--- src/rtl/int_ctrl.sv ---
// int_ctrl: edge-latched, fixed-priority interrupt controller for the jacaranda-8 core.
// It provides a memory-mapped EN/VBASE/PEND window and issues a one-cycle request
// that is held in service until an end-of-interrupt (EOI) write.
module int_ctrl #(
    parameter int unsigned N_SRC     = 4,
    parameter logic [7:0]  ADDR_BASE = 8'hF0
) (
    input  logic             clock,
    input  logic             reset,
    input  logic [N_SRC-1:0] irq_src,
    input  logic             mem_w_en,
    input  logic [7:0]       mem_addr,
    input  logic [7:0]       mem_w_data,
    output logic [7:0]       r_data,
    output logic             int_req,
    output logic [7:0]       int_en,
    output logic [7:0]       int_vec,
    output logic             in_service
);

    localparam int unsigned ID_W    = 3;
    localparam logic [7:0]  EN_MASK = 8'((9'd1 << (N_SRC + 1)) - 9'd1);
    localparam logic [7:0]  A_EN    = ADDR_BASE;
    localparam logic [7:0]  A_VBASE = ADDR_BASE + 8'd1;
    localparam logic [7:0]  A_PEND  = ADDR_BASE + 8'd2;

    typedef enum logic [1:0] {
        S_IDLE    = 2'd0,
        S_REQ     = 2'd1,
        S_SERVICE = 2'd2
    } state_t;

    state_t              state_q, state_d;
    logic [7:0]          en_q, en_d;
    logic [7:0]          vbase_q, vbase_d;
    logic [N_SRC-1:0]    pend_q, pend_d;
    logic [N_SRC-1:0]    prev_q, prev_d;
    logic [ID_W-1:0]     src_id_q, src_id_d;
    logic [7:0]          vec_q, vec_d;
    logic                req_q, req_d;
    logic                insvc_q, insvc_d;

    logic [N_SRC-1:0]    rise;
    logic [N_SRC-1:0]    elig;
    logic [N_SRC-1:0]    clr_mask;
    logic [ID_W-1:0]     win;
    logic                any_elig;
    logic                eoi;

    // Edge detect and eligibility; the lowest eligible index wins
    always_comb begin
        rise     = irq_src & ~prev_q;
        elig     = pend_q & en_q[N_SRC:1];
        any_elig = |elig;
        win      = '0;
        for (int i = int'(N_SRC) - 1; i >= 0; i--) begin
            if (elig[i]) begin
                win = ID_W'(i);
            end
        end
    end

    // Next-state: register writes, pending update, request sequencing
    always_comb begin
        state_d  = state_q;
        en_d     = en_q;
        vbase_d  = vbase_q;
        prev_d   = irq_src;
        src_id_d = src_id_q;
        vec_d    = vec_q;
        clr_mask = '0;
        eoi      = mem_w_en && (mem_addr == A_PEND) && (state_q == S_SERVICE);

        if (mem_w_en && (mem_addr == A_EN)) begin
            en_d = mem_w_data & EN_MASK;
        end
        if (mem_w_en && (mem_addr == A_VBASE)) begin
            vbase_d = mem_w_data;
        end

        if (eoi) begin
            for (int i = 0; i < int'(N_SRC); i++) begin
                if (src_id_q == ID_W'(i)) begin
                    clr_mask[i] = 1'b1;
                end
            end
        end
        // A new rise on the in-service source in the EOI cycle keeps it pending
        pend_d = (pend_q & ~clr_mask) | rise;

        case (state_q)
            S_IDLE: begin
                if (en_q[0] && any_elig) begin
                    state_d  = S_REQ;
                    src_id_d = win;
                    vec_d    = vbase_q + 8'({win, 2'b00});
                end
            end
            S_REQ: begin
                state_d = S_SERVICE;
            end
            S_SERVICE: begin
                if (eoi) begin
                    state_d = S_IDLE;
                end
            end
            default: begin
                state_d = S_IDLE;
            end
        endcase

        req_d   = (state_d == S_REQ);
        insvc_d = (state_d != S_IDLE);
    end

    // State and output registers with synchronous active-low reset
    always_ff @(posedge clock) begin
        // Input history follows irq_src through reset so levels held across reset are not edges
        prev_q <= prev_d;
        if (!reset) begin
            state_q  <= S_IDLE;
            en_q     <= '0;
            vbase_q  <= '0;
            pend_q   <= '0;
            src_id_q <= '0;
            vec_q    <= '0;
            req_q    <= 1'b0;
            insvc_q  <= 1'b0;
        end else begin
            state_q  <= state_d;
            en_q     <= en_d;
            vbase_q  <= vbase_d;
            pend_q   <= pend_d;
            src_id_q <= src_id_d;
            vec_q    <= vec_d;
            req_q    <= req_d;
            insvc_q  <= insvc_d;
        end
    end

    // Combinational register read-back; zero outside the window
    always_comb begin
        r_data = 8'h00;
        if (mem_addr == A_EN) begin
            r_data = en_q;
        end else if (mem_addr == A_VBASE) begin
            r_data = vbase_q;
        end else if (mem_addr == A_PEND) begin
            r_data = 8'(pend_q);
        end
    end

    assign int_req    = req_q;
    assign int_en     = en_q;
    assign int_vec    = vec_q;
    assign in_service = insvc_q;

endmodule

--- config.mk ---
export PLATFORM = sky130hd
export DESIGN_NAME = int_ctrl
export DESIGN_NICKNAME = d
export VERILOG_FILES = /design/src/rtl/int_ctrl.sv
export SDC_FILE = /design/constraint.sdc
export NUM_CORES = 1
export LEC_CHECK = 0
export CORE_MARGIN = 2
export CORE_UTILIZATION = 50
export DETAILED_ROUTE_END_ITERATION = 12
export GPL_TIMING_DRIVEN = 0
export PLACE_DENSITY = 0.85
export SYNTH_ARGS = -nofsm -noshare
export SYNTH_HDL_FRONTEND = slang
export SYNTH_SLANG_ARGS = --single-unit
--- constraint.sdc ---
create_clock -name clock -period 4.3 [get_ports clock]
set_clock_uncertainty 0.15 [all_clocks]
set_input_delay 0.86 -clock clock [delete_from_list [all_inputs] [get_ports clock]]
set_output_delay 0.86 -clock clock [all_outputs]
set_load 0.05 [all_outputs]
==> results summary, run 1 <==
The global-route track usage on met2 is 35.3%. The post-detailed-placement half-perimeter wirelength came out at 2760 um. The number of buffers added by the clock tree synthesis step came out at 5.

The first-pass GRT wire length came out at 5990 um. The net count of the finished layout is 258. The sequential area share after synthesis is between 40% and 50%. The die outline area came out at 3690 um2. The number of port buffers is 44. The highest net fanout along the worst path came out at 9. Gates resized during post-CTS repair numbered 0.

The count of placed standard cells including taps is 269. The number of hold-repair buffers added at the cts stage came out at 0. In this run the critical register-to-register path is captured at int_vec[7]. The xor and xnor area share after synthesis came out at 2.18%. The final weighted congestion in routability-driven placement is 0.865.

After filler insertion, the fill cell instance count of the layout stands at 254. Cells with a size suffix above 1 make up 8.15% of the layout. Relative to the synthesized area, the layout overhead comes to 35.5%.

After synthesis, the largest family of logic cells by area is simple AND/OR/NAND/NOR gates. The count of final hold-check violations is 0. The total routing usage reported by global routing is 22.3%. The clock transition time at the flip-flop clock pins of the worst setup and hold paths is roughly 100 ps. The flow ran to the end, and the final reports show no timing, DRC or antenna violations. The final critical path takes up 97.1% of the cycle. The clock reaches the later pin of the worst-skew pair after around 340 ps. The number of instances in the synthesized netlist came out at 179. The power per standard cell area came out at 268 nW/um2.

The number of standard cells in the layout, taps in and fillers out came out at approximately 280. In the synthesized netlist, mux cells make up ~8.7% of the area. The via count normalized by instance count is 5.31. Timing would allow up to 239 MHz. TritonCTS built the clock tree. The most used flip-flop cell after synthesis is dfxtp_1. The largest net degree at the start of global routing is 11. The final antenna diode count came out at 0. The starting density of the core came out at between 50 and 60%.

The met1 track demand over resource in global routing came out at roughly 28%. The worst max-slew margin expressed relative to the limit came out at 64.5%. The most frequent cell on the critical path is clkdlybuf4s50_1. Measured in cells, the most critical reg-to-reg path has a length of 7. The number of setup buffers added after CTS came out at 0. In this run the worst hold path is classified as flop to flop. The clock root buffer is clkbuf_4. The per-instance average area after synthesis is about 9.0 um2. The global routing stage identified its most utilized layer as met2.

By startpoint and endpoint, the worst setup path is classified as input port to output pin. The total detailed-routing wirelength came out at 3650 um. The type of element capturing the critical path is an output pin. The largest single stage delay on the critical path is between 800 and 900 ps. The clock drives 35 sinks. The number of placement rows came out at 20. For the worst setup path, the data required time is 3290 ps. The startpoint of the worst-slack reg-to-reg timing path is int_en[1].

The post-placement setup slack is 167 ps. Counting flops with an async set or reset pin after synthesis yields a share of 0%. In the post-route analysis, the smallest setup slack over all paths is 123 ps. Setup repair after global routing left no endpoint under its margin. The critical path ends at r_data[4]. The number of design-rule violations left by the first detailed-router iteration is 43.

The critical path data arrival time came out at 3170 ps. The post-synthesis adder-cell area fraction came out at 2.80%. The total number of vias came out at ~1500. The max-slew violation count is 0. The post-layout minimum cycle time is about 4200 ps. The met3 capacity usage during global routing came out at 7.89%. 49 I/O pins were placed. The core utilization of the finished layout is 71.5%. The largest vdd supply drop is 0.210 mV. The first TritonRoute pass finished after 4 iterations. Counting buffers and inverters, the worst setup path is 6 cells deep.

The number of different library cells used by synthesis comes to 37. The die width came out at 60.8 um. The detail route stage leaves a number of antenna-violating nets equal to 0. In this run the worst setup path begins at mem_addr[7]. On the critical path the largest part of the delay comes from buffers and inverters. The level count of the clock H-tree is 2. The total overflow left after global routing is 0. The via count of the first global-routing pass came out at 1367. The routed length per placed instance came out at between 10 and 15 um. The number of synthesized flops with an enable pin is 0. After floorplanning, the core was sized to cover around 3000 um2. The area fraction in compound gates after synthesis is around 15%. The number of max-cap violations came out at 0. The leakage power came out at 0.800 nW. The synthesized netlist devotes 22.8% of its cell area to simple gates. For this run, design rule violations remaining after detail routing come to 0. The number of buffers on the longest clock path came out at 2.

The synthesized flop and latch total came out at 35. The final hold slack is 342 ps. The worst setup path is launched from an input port. For the pin with the worst max-slew slack, the measured transition is 529 ps.

During synthesis, Yosys emitted a total of 0 warnings. The number of buffer and inverter stages on the critical path came out at 3. Walking the worst path, the cells encountered are clkdlybuf4s50_1 -> nand4_1 -> or2_1 -> buf_2 -> nor3_1 -> clkdlybuf4s50_1. The sum of negative setup slack came out at 0 ps. The slowest stage cell on the critical path is clkdlybuf4s50_1.

The number of antenna violations at the first check in global routing came out at 0. Setup violations remaining at the end of the flow were counted as 0. Across all register-to-register paths, the minimum setup slack is ~2200 ps. The vertical die dimension came out at between 60 and 70 um.

The post-synth design cell area came out at roughly 1600 um2.
## how the worst min path moves through the flow
stage | slack, ps | cells after the start | start | to
floorplan | 300 | 2 | vbase_q[0] | vbase_q[0]
global placement | 320 | 2 | vbase_q[2] | vbase_q[2]
detailed placement | 330 | 2 | src_id_q[0] | src_id_q[0]
CTS | 340 | 2 | vbase_q[7] | vbase_q[7]
global route | 360 | 2 | vbase_q[1] | vbase_q[1]
finish | 340 | 2 | vbase_q[7] | vbase_q[7]
## layout make-up
cell class / count / area (um2) / share of cell area (%)
plain buffers: 12 / 65.1 / 2.98
clock buffers: 8 / 68.8 / 3.15
inverters: 4 / 15.0 / 0.688
multi-input cells: 130 / 837 / 38.4
flip-flops and latches: 35 / 701 / 32.1
well taps: 44 / 55.1 / 2.52
repair buffers: 44 / 440 / 20.2
## stage by stage
step           instance area (um2)  power (W)
3_3_place_gp                  2110   0.000392
6_report                      2180   0.000585
2_1_floorplan                 1620   0.000365
3_5_place_dp                  2110   0.000392
5_1_grt                       2180   0.000614
4_1_cts                       2180   0.000588
## cells in the mapped netlist (2+ instances only)
master     n  area (um2)
a211oi_1   2        15.0
a21oi_1   11        55.1
a22oi_1    2        15.0
and2_1     4        25.0
and3_1     3        18.8
buf_2      4        20.0
buf_4      4        30.0
clkbuf_1   4        15.0
dfxtp_1   35         701
ha_1       2        25.0
inv_1      4        15.0
mux2i_1   14         140
nand2_1   11        41.3
nand2b_1   8        50.1
nand3_1    9        45.0
nand4_1    2        12.5
nor2_1    21        78.8
nor2b_1    3        18.8
o21ai_0   12        60.1
o41ai_1    5        43.8
xor2_1     3        26.3
## sequential cells by signal (all words and copies together) (netlist names), 2 cells and up
name and count:
prev_q 4, vbase_q 8, int_en 5, src_id_q 2, int_vec 8, pend_q 4
state_q 2
## kinds of logic (layout without fill, tap and decap cells)
| family | Yosys count | count (layout) |
|---|---|---|
| buffers and inverters | 16 | 68 |
| AO/OA/AOI/OAI | 37 | 37 |
| XOR/XNOR | 4 | 4 |
| AND/OR/NAND/NOR | 69 | 69 |
| multiplexers | 14 | 14 |
| flip-flops | 35 | 35 |
| adder cells (fa/ha/maj) | 3 | 3 |
| other | 1 | 3 |
## tightest hold or removal path, delay by kind of cell (launching register included)
kind	cells	cell delay, ps
compound gates	1	60
flops	1	340
simple gates	1	60
## layer usage
metal	routed length [um]	up-vias	share of wire, %
li1	-	728	-
met1	1670	675	46
met2	1670	55	46
met3	220	12	6.0
met4	91	0	2.5
met5	0	-	0
## placed cells by master (no fill, tap or decap), types with 2 or more instances in the layout
| cell | instances |
|---|---|
| clkdlybuf4s50_1 | 44 |
| clkbuf_4 | 5 |
| mux2i_1 | 14 |
| nand2_1 | 11 |
| dfxtp_1 | 35 |
| inv_1 | 4 |
| and3_1 | 3 |
| clkbuf_8 | 2 |
| conb_1 | 3 |
| ha_1 | 2 |
| a21oi_1 | 11 |
| nor2b_1 | 3 |
| and2_1 | 4 |
| nand4_1 | 2 |
| clkbuf_1 | 5 |
| xor2_1 | 3 |
| buf_4 | 4 |
| a22oi_1 | 2 |
| a211oi_1 | 2 |
| buf_2 | 4 |
| nor2_1 | 21 |
| o41ai_1 | 5 |
| o21ai_0 | 12 |
| nand3_1 | 9 |
| nand2b_1 | 8 |
## report_power, final
| group | internal (W) | switching, W | total [W] | leakage [nW] |
|---|---|---|---|---|
| clock | 0.0000961 | 0.000104 | 0.000200 | 0.0386 |
| combinational | 0.0000269 | 0.0000264 | 0.0000533 | 0.477 |
| sequential | 0.000329 | 0.00000370 | 0.000332 | 0.284 |
| total | 0.000452 | 0.000134 | 0.000585 | 0.800 |
(Power assumes the default switching activity.)
==> run 2, diff against run 1 <==
--- a/config.mk
+++ b/config.mk
@@ -6,10 +6,10 @@
 export NUM_CORES = 1
 export LEC_CHECK = 0
 export CORE_MARGIN = 2
-export CORE_UTILIZATION = 50
+export CORE_UTILIZATION = 41
 export DETAILED_ROUTE_END_ITERATION = 12
 export GPL_TIMING_DRIVEN = 0
-export PLACE_DENSITY = 0.85
+export PLACE_DENSITY = 0.71
 export SYNTH_ARGS = -nofsm -noshare
 export SYNTH_HDL_FRONTEND = slang
 export SYNTH_SLANG_ARGS = --single-unit
==> results summary, run 2 (synthesized netlist as in run 1, its figures left out) <==
The level count of the clock H-tree was 2 (unchanged). The largest net degree at the start of global routing came out at 11 (unchanged). The highest clock rate is 244 MHz (+1.9%). The worst setup path is launched from an input port. The flow ran to the end, and the final reports show no timing, DRC or antenna violations. The number of hold-repair buffers added at the cts stage came to 0 (unchanged).

The most common cell after layout, fill and taps aside is clkdlybuf4s50_1. The post-placement setup slack came out at 200 ps (+32.9 ps). The power per standard cell area was 283 nW/um2 (+5.4%). The post-layout minimum cycle time was 4100 ps (-76.4 ps).

The number of buffers on the longest clock path came out at 2 (unchanged). The clock insertion delay at the later pin of the skew report came to 290 ps (-50 ps). The final setup slack of the worst path was 199 ps (+76.4 ps).

The period utilization is 95.4% (-1.8 points). The final weighted congestion in routability-driven placement is 0.876 (+1.2%). The number of endpoints failing setup at the final stage came to 0 (unchanged). The clock transition time at the flip-flop clock pins of the worst setup and hold paths came out at 70 ps (-30 ps). Setup repair after global routing left no endpoint under its margin.

The number of max-cap violations came out at 0 (unchanged). The number of placement rows is 22 (+10%). The type of element capturing the critical path is an output pin. The count of placed standard cells including taps came to 273 (+1.5%). The first-pass GRT wire length is 6300 um (+5.2%). The total number of vias is 1407 (-4.3%). The clock root buffer is clkbuf_8.

The highest net fanout along the worst path came out at 9 (unchanged). The starting density of the core came out at 43.3% (-9.4 points). The max-slew violation count came to 0 (unchanged). The via count normalized by instance count is 5.03 (-5.3%). The worst setup path is of the input port to output pin kind. The worst max-slew margin expressed relative to the limit came out at 63.2% (-1.3 points). The total detailed-routing wirelength is 3790 um (+3.6%). The via count of the first global-routing pass came to 1380 (+0.95%). The number of setup buffers added after CTS is 0 (unchanged). The total of cells resized after clock tree synthesis is 0 (unchanged). The total routing usage reported by global routing came out at 19.0% (-3.3 points).

The post-detailed-placement half-perimeter wirelength came out at 2850 um (+3.3%). The worst hold-check path type is flop to flop. The count of unresolved DRC violations after routing came to 0 (unchanged). The iteration count of the initial detailed-routing pass came out at 4 (unchanged). The final hold slack came out at 336 ps (-5.58 ps). The count of final hold-check violations is 0 (unchanged). The die outline area was 4440 um2 (+20%).

The number of port buffers came out at 44 (unchanged). The final antenna diode count came out at 0 (unchanged). The routed length per placed instance is 13.5 um (+2.5%). The die width came to 66.7 um (+9.7%). The area of the core region is 3720 um2 (+22%). The number of nets with antenna violations after routing is 0 (unchanged). The top-level I/O count came out at 49 (unchanged). The critical path data arrival time came out at 3090 ps (-80 ps). Compared with the post-synthesis result, the final layout area differs by 37.0%.

The sum of negative setup slack came out at 0 ps (unchanged). Leaving out fill and tap cells, the most frequent cells in the layout are 44 x clkdlybuf4s50_1, 35 x dfxtp_1, 21 x nor2_1, 14 x mux2i_1, 12 x o21ai_0. The slew at the pin with the worst max-slew slack is 548 ps (+18.9 ps). The leakage power came to 0.808 nW (+1.1%).

The number of buffers added by the clock tree synthesis step came out at 5 (unchanged). The overflow left after global routing came to 0 (unchanged). The number of antenna violations at the first check in global routing came out at 0 (unchanged). The largest vdd supply drop came out at 0.207 mV (-1.1%). TritonCTS built the clock tree.

The sink count of the clock tree came to 35 (unchanged). The number of standard cells in the layout, taps in and fillers out came out at 280 (+1.1%). The number of design-rule violations left by the first detailed-router iteration is 41 (-4.7%). The required time of the critical path is 3290 ps (about the same).

The vertical die dimension is 66.7 um (+9.7%). The fraction of final layout cells sized beyond drive strength 1 came out at 8.19% (+0.035 points). The final layout net count is 258 (unchanged). The core utilization of the finished layout came out at 59.4% (-12 points).
## run 2: final timing paths
path                             startpoint         end  slack [ps]  depth (start not counted)
worst max-delay path            mem_addr[7]   r_data[4]         200                          6
worst min-delay path             vbase_q[2]  vbase_q[2]         340                          2
worst max register to register    pend_q[0]  int_vec[7]        2120                          7
worst min register to register   vbase_q[2]  vbase_q[2]         340                          2
## run 2: cell type report
class,count,area (um2)
fill,353,1510
multi-input combinational,130,837
sequential,35,701
timing repair buffer,44,440
clock buffer,6,82.6
buffer,12,65.1
tap,48,60.1
inverter,4,15.0
clock inverter,1,5.00
## run 2: worst max-delay path: stages
cell	delay [ps]
clkdlybuf4s50_1	460
nand4_1	260
or2_1	290
buf_2	170
nor3_1	200
clkdlybuf4s50_1	850
## run 2: layer usage
metal	vias to the layer above	share of wire (%)	global-route usage, %	wire length, um
met4	0	2.3	8.67	88
met1	643	47	24.1	1770
met3	8	5.6	5.41	211
li1	723	-	-	-
met5	-	0	0	0
met2	33	45	29.9	1720
## run 2: report_power, final
group	leakage, nW	switching, W	internal [W]
combinational	0.477	0.0000260	0.0000269
sequential	0.284	0.00000374	0.000329
clock	0.0470	0.000113	0.000125
total	0.808	0.000143	0.000481
## run 2: stage by stage
| stage | area, um2 | power (W) |
|---|---|---|
| after floorplan | 1620 | 0.000365 |
| after global placement | 2120 | 0.000393 |
| after detailed placement | 2120 | 0.000393 |
| after CTS | 2210 | 0.000630 |
| after global routing | 2210 | 0.000646 |
| final | 2210 | 0.000624 |
==> run 3, diff against run 2 <==
--- a/config.mk
+++ b/config.mk
@@ -5,6 +5,7 @@
 export SDC_FILE = /design/constraint.sdc
 export NUM_CORES = 1
 export LEC_CHECK = 0
+export CAP_MARGIN = 0
 export CORE_MARGIN = 2
 export CORE_UTILIZATION = 41
 export DETAILED_ROUTE_END_ITERATION = 12
==> constraint.sdc (replaced) <==
create_clock -name clock -period 4.2 [get_ports clock]
set_clock_uncertainty 0.15 [all_clocks]
set_input_delay 0.84 -clock clock [delete_from_list [all_inputs] [get_ports clock]]
set_output_delay 0.84 -clock clock [all_outputs]
set_load 0.05 [all_outputs]
==> results of run 3 <==
The final DEF is identical to that of run 2. Status: completed.
Main changes from that run: setup slack after placement 200 ps -> 140 ps; setup slack after layout 199 ps -> 139 ps; register-to-register setup slack 2120 ps -> 2020 ps; total power 0.000624 W -> 0.000639 W; worst IR drop on VDD 0.207 mV -> 0.212 mV
